<file path="src/rtl/ram_fifo_ctrl.sv">
// FIFO controller backed by an external single-port RAM with 1-cycle read
// latency, plus one output register. Holds up to N_WORDS+1 words in total.
// Reads win the RAM port over writes, so a word moves to the output at most
// every other cycle.
module ram_fifo_ctrl #(
  parameter int  DATA_WIDTH = 16,
  parameter int  N_WORDS    = 32,
  localparam int ADDR_W     = $clog2(N_WORDS),
  localparam int CNT_W      = $clog2(N_WORDS + 2)
) (
  input  logic                  clk,
  input  logic                  rst_n,
  input  logic                  s_valid,
  output logic                  s_ready,
  input  logic [DATA_WIDTH-1:0] s_data,
  output logic                  m_valid,
  input  logic                  m_ready,
  output logic [DATA_WIDTH-1:0] m_data,
  output logic [CNT_W-1:0]      count,
  output logic                  full,
  output logic                  empty,
  output logic                  ram_we,
  output logic                  ram_re,
  output logic [ADDR_W-1:0]     ram_address,
  output logic [DATA_WIDTH-1:0] ram_data_in,
  input  logic [DATA_WIDTH-1:0] ram_data_out
);

  localparam logic [ADDR_W-1:0] LAST_ADDR = ADDR_W'(N_WORDS - 1);
  localparam logic [CNT_W-1:0]  DEPTH     = CNT_W'(N_WORDS);

  logic [ADDR_W-1:0] wr_ptr, rd_ptr;
  logic [CNT_W-1:0]  ram_count;
  logic              rd_pending;
  logic              rd_go, wr_go;

  // Fetch the next RAM word whenever the output register will be free by the
  // time the data returns. A write only gets the port when no read wants it.
  assign rd_go   = (ram_count != '0) && !rd_pending && (!m_valid || m_ready);
  assign s_ready = (ram_count != DEPTH) && !rd_go;
  // rst_n keeps the RAM write strobe quiet while reset is held, even though
  // s_ready reads 1 then.
  assign wr_go   = s_valid && s_ready && rst_n;

  assign ram_we      = wr_go;
  assign ram_re      = rd_go;
  assign ram_address = rd_go ? rd_ptr : wr_ptr;
  assign ram_data_in = s_data;

  assign count = ram_count + CNT_W'(rd_pending) + CNT_W'(m_valid);
  assign full  = (ram_count == DEPTH);
  assign empty = (count == '0);

  // Write pointer, wraps at N_WORDS-1 (depth need not be a power of two)
  always_ff @(posedge clk or negedge rst_n) begin
    if (!rst_n)     wr_ptr <= '0;
    else if (wr_go) wr_ptr <= (wr_ptr == LAST_ADDR) ? '0 : wr_ptr + ADDR_W'(1);
  end

  // Read pointer, same wrap rule
  always_ff @(posedge clk or negedge rst_n) begin
    if (!rst_n)     rd_ptr <= '0;
    else if (rd_go) rd_ptr <= (rd_ptr == LAST_ADDR) ? '0 : rd_ptr + ADDR_W'(1);
  end

  // Words resident in RAM; reads and writes never share a cycle
  always_ff @(posedge clk or negedge rst_n) begin
    if (!rst_n)      ram_count <= '0;
    else if (rd_go)  ram_count <= ram_count - CNT_W'(1);
    else if (wr_go)  ram_count <= ram_count + CNT_W'(1);
  end

  // Output register: load returning RAM data, otherwise drain on handshake.
  // A read in flight at reset is dropped because rd_pending clears.
  always_ff @(posedge clk or negedge rst_n) begin
    if (!rst_n) begin
      rd_pending <= 1'b0;
      m_valid    <= 1'b0;
      m_data     <= '0;
    end else begin
      rd_pending <= rd_go;
      if (rd_pending) begin
        m_data  <= ram_data_out;
        m_valid <= 1'b1;
      end else if (m_valid && m_ready) begin
        m_valid <= 1'b0;
      end
    end
  end

endmodule

</file>
<file path="config.mk">
export PLATFORM = sky130hd
export DESIGN_NAME = ram_fifo_ctrl
export DESIGN_NICKNAME = d
export VERILOG_FILES = /design/src/rtl/ram_fifo_ctrl.sv
export SDC_FILE = /design/constraint.sdc
export NUM_CORES = 1
export LEC_CHECK = 0
export CAP_MARGIN = 20
export CORE_AREA = 5 5 89 70
export DETAILED_ROUTE_END_ITERATION = 16
export DIE_AREA = 0 0 94 75
export GPL_ROUTABILITY_DRIVEN = 0
export PLACE_DENSITY_LB_ADDON = 0.1
export SETUP_SLACK_MARGIN = 0.15
export SLEW_MARGIN = 20
export SYNTH_ARGS = -nofsm -noshare
export SYNTH_HDL_FRONTEND = slang
export SYNTH_SLANG_ARGS = --single-unit
</file>
<file path="constraint.sdc">
create_clock -name clk -period 2.89 [get_ports clk]
set_clock_uncertainty 0.1 [all_clocks]
set_input_delay 0.4335 -clock clk [delete_from_list [all_inputs] [get_ports clk]]
set_output_delay 0.4335 -clock clk [all_outputs]
set_load 0.02 [all_outputs]
</file>
==> flow_summary.json <==
{
  "outcome": "completed",
  "fraction_of_the_cycle_the_final_worst_path_needs_pct": 94.0,
  "cts_buffers": 5,
  "drt_pre_antenna_iters": 4,
  "via_count": 1426,
  "maximum_number_of_pins_on_one_net_before_global_route_repair": 35,
  "clk_pin_slew_worst_paths_ps": 70,
  "ioPinCount": 85,
  "finalSetupViolCount": 0,
  "detailed_place_hpwl_microns": 3310,
  "total_power_consumption_of_the_routed_design_mw": 3.75,
  "worstPathMaxFanout": 2,
  "die-area_sq_mm": 0.00705,
  "synthDominantCellAreaShare_pct": 45.4,
  "multi_input_area_sq_um": 948,
  "p_leak_nw": 1.24,
  "worstSkewPairLatency_ps": 280,
  "cp-start-kind": "flop",
  "holdCritPathClass": "flop to flop",
  "route.detailed.wl_per_inst_microns": 14.5,
  "antenna_cells_inserted": 0,
  "finalNonFillerCells": 308,
  "post_cts_hold_buffer_count": 0,
  "drv_cap": 0,
  "primary_flip_flop_cell_chosen_by_synthesis_mapping": "dfrtp_1",
  "cts_h_tree_depth": 2,
  "reg2regPathDepth": 10,
  "mean_post_synth_cell_area_sq_um": 10.7,
  "viasPerCell": 4.63,
  "distinct_cells_synth": 34,
  "yosys_register_bits": 34,
  "synth_seq_area_share_pct": 45.4,
  "fp.coreArea_sq_mm": 0.00524,
  "top_layer_used": "met4",
  "crit_path_max_incr_delay_ps": 530,
  "final.setup.tns_ps": 0,
  "synth_area_sq_mm": 0.00187,
  "overflow": 0,
  "drive_above_1_share_pct": 32.6,
  "first_iter_violations": 34,
  "crit_chain": "inv_1 > fa_2 > inv_2 > ha_1 > or4_4 > nor3_4 > buf_6",
  "clock-root-buffer": "clkbuf_8",
  "synthesis.nets": 222,
  "critical_path.reg2reg.endpoint": "ram_count[5]$_DFFE_PN0P_",
  "io_buffers": 52,
  "synthArstFlopShare_pct": 100,
  "die_h_microns": 75,
  "post-route-min-period_ps": 2720,
  "floorplan.initialDensity_pct": 35.8,
  "critical-path-top-delay-family": "simple AND/OR/NAND/NOR gates",
  "syn_to_final_growth_pct": 44.2,
  "filler_cell_count": 497,
  "critical_path_buf_inv_count": 3,
  "synth_warnings": 0,
  "initial_antenna_violation_count": 0,
  "timing.fmax_mhz": 368,
  "hold-path-cell-count": 1,
  "ff2ff_setup_slack_ps": 220,
  "grt_setup_unrepaired": "true",
  "path_class": "flop to output port",
  "post-synth-top-count-cell": "dfrtp_1",
  "remaining_drc_errors": 0,
  "timing.final.max_slew_violations": 0,
  "finish.utilization_pct": 51.6,
  "cts.path.max_buffers": 2,
  "drt-total-wl_microns": 4470,
  "timing.max_slew.rel_slack_pct": 71.4,
  "synth_commonest_cells": "34 x dfrtp_1, 28 x nand2_1, 20 x mux2_2",
  "number_of_routed_nets_with_antenna_violations": 0,
  "synth_top_cell_by_area": "dfrtp_1",
  "postSynthCellCount": 175,
  "worst-endpoint-arrival_ps": 2180,
  "routed-wl-met3_microns": 307,
  "floorplan.die.width_microns": 94,
  "via_count_of_the_first_global_routing_pass": 1482,
  "hold_viol": 0,
  "tightestPinTransition_ps": 428,
  "cts_tree": "done",
  "rows": 23,
  "number_of_flops_mapped_to_enable_cells_by_yosys": 0,
  "crit_path_end_kind": "output port",
  "tritoncts_num_sinks": 34,
  "synthTopCellsByArea": "dfrtp_1 45%, mux2_2 12%, buf_4 6.4%",
  "timing.hold.worst_endpoint": "m_data[4]$_DFFE_PN0P_",
  "final_net_count": 280,
  "worstHoldStart": "m_data[4]$_DFFE_PN0P_",
  "global_route.usage.total_pct": 13.3,
  "vdd_drop_max_uv": 441,
  "wl_met2_microns": 2160,
  "wire_length_of_the_first_global_routing_pass_microns": 7240,
  "rr_startpoint": "ram_count[3]$_DFFE_PN0P_",
  "timing.critical_path.required_ps": 2360,
  "powerDensity_mw_per_mm2": 1390,
  "drt-met1-wl_microns": 1940,
  "dp.cells": 295,
  "timing.critical_path.slowest_stage_cell": "or4_4",
  "final-seq-area_sq_um": 853
}
-- cell usage in the layout (no fill, tap or decap), types with 3 or more instances in the layout --
master	count
a21o_1	3
buf_4	17
buf_6	8
clkbuf_8	5
clkdlybuf4s50_1	38
dfrtp_1	32
dlygate4sd2_1	4
ha_1	6
ha_4	3
inv_1	5
mux2_2	20
nand2_1	27
nand3_1	3
nor2_1	5
o21ai_0	8
xnor2_1	3
xor2_1	5
-- per-stage QoR --
step                cell area [sq um]  hold WS (ps)  setup slack (ps)
global placement                 2520           388             -41.5
floorplan                        1940          37.9              52.0
finish                           2700           407               173
CTS                              2650           413               124
global route                     2700           427              84.7
detailed placement               2520           397             -71.0
-- kinds of logic (layout without fill, tap and decap cells) --
kind of cell	after synthesis	in the layout	synth area share, %
fa+ha+maj	11	11	8.15
xor+xnor	9	9	4.21
simple gates	51	51	12.9
buf+inv	28	86	8.88
flops	34	34	45.4
mux	21	21	12.6
compound gates	21	21	7.88
-- power breakdown --
part / switching (mW) / total, mW / internal [mW]
combinational: 1.26 / 2.53 / 1.28
clock: 0.170 / 0.332 / 0.162
sequential: 0.165 / 0.885 / 0.720
total: 1.59 / 3.75 / 2.16
-- sequential cells by signal, indices dropped and copies added (netlist names) --
name	cells
rd_pending	1
rd_ptr	5
m_valid	1
wr_ptr	5
ram_count	6
m_data	16
-- worst register-to-register path, delay by kind of cell (launching register included) --
family	cells	cell delay (ps)
buffers and inverters	2	250
AND/OR/NAND/NOR	1	570
multiplexers	1	230
adder cells (fa/ha/maj)	1	220
flip-flops	1	400
XOR/XNOR	1	150
AO/OA/AOI/OAI	4	680
-- worst max path at each step --
stage | start | to | slack, ps | cells past startpoint
finish | m_valid$_DFFE_PN0P_ | empty | 170 | 7
global route | ram_count[3]$_DFFE_PN0P_ | ram_count[5]$_DFFE_PN0P_ | 80 | 10
CTS | m_valid$_DFFE_PN0P_ | empty | 120 | 7
detailed placement | m_valid$_DFFE_PN0P_ | empty | -70 | 7
global placement | m_valid$_DFFE_PN0P_ | empty | -40 | 7
floorplan | ram_count[3]$_DFFE_PN0P_ | ram_count[5]$_DFFE_PN0P_ | 50 | 9
-- cell type report --
class / count / area share, %
multi-input combinational: 113 / 35.1
sequential: 34 / 31.6
timing repair buffer: 72 / 25.5
tap: 75 / 3.47
clock buffer: 5 / 2.55
inverter: 7 / 1.44
clock inverter: 2 / 0.371
-- repair_timing --
item / in CTS / in global routing
buffers inserted: 5 / 1
endpoints found under the setup margin: 16 / 14
gates resized for setup: 48 / 16
pin swaps: 5 / 5
-- routing by layer --
metal,up-vias,global-route usage [%]
met5,-,0
met2,48,22.9
met1,673,16.1
met4,0,4.49
met3,13,4.20
li1,692,-
No activity file was read; power rests on OpenSTA's default activity.
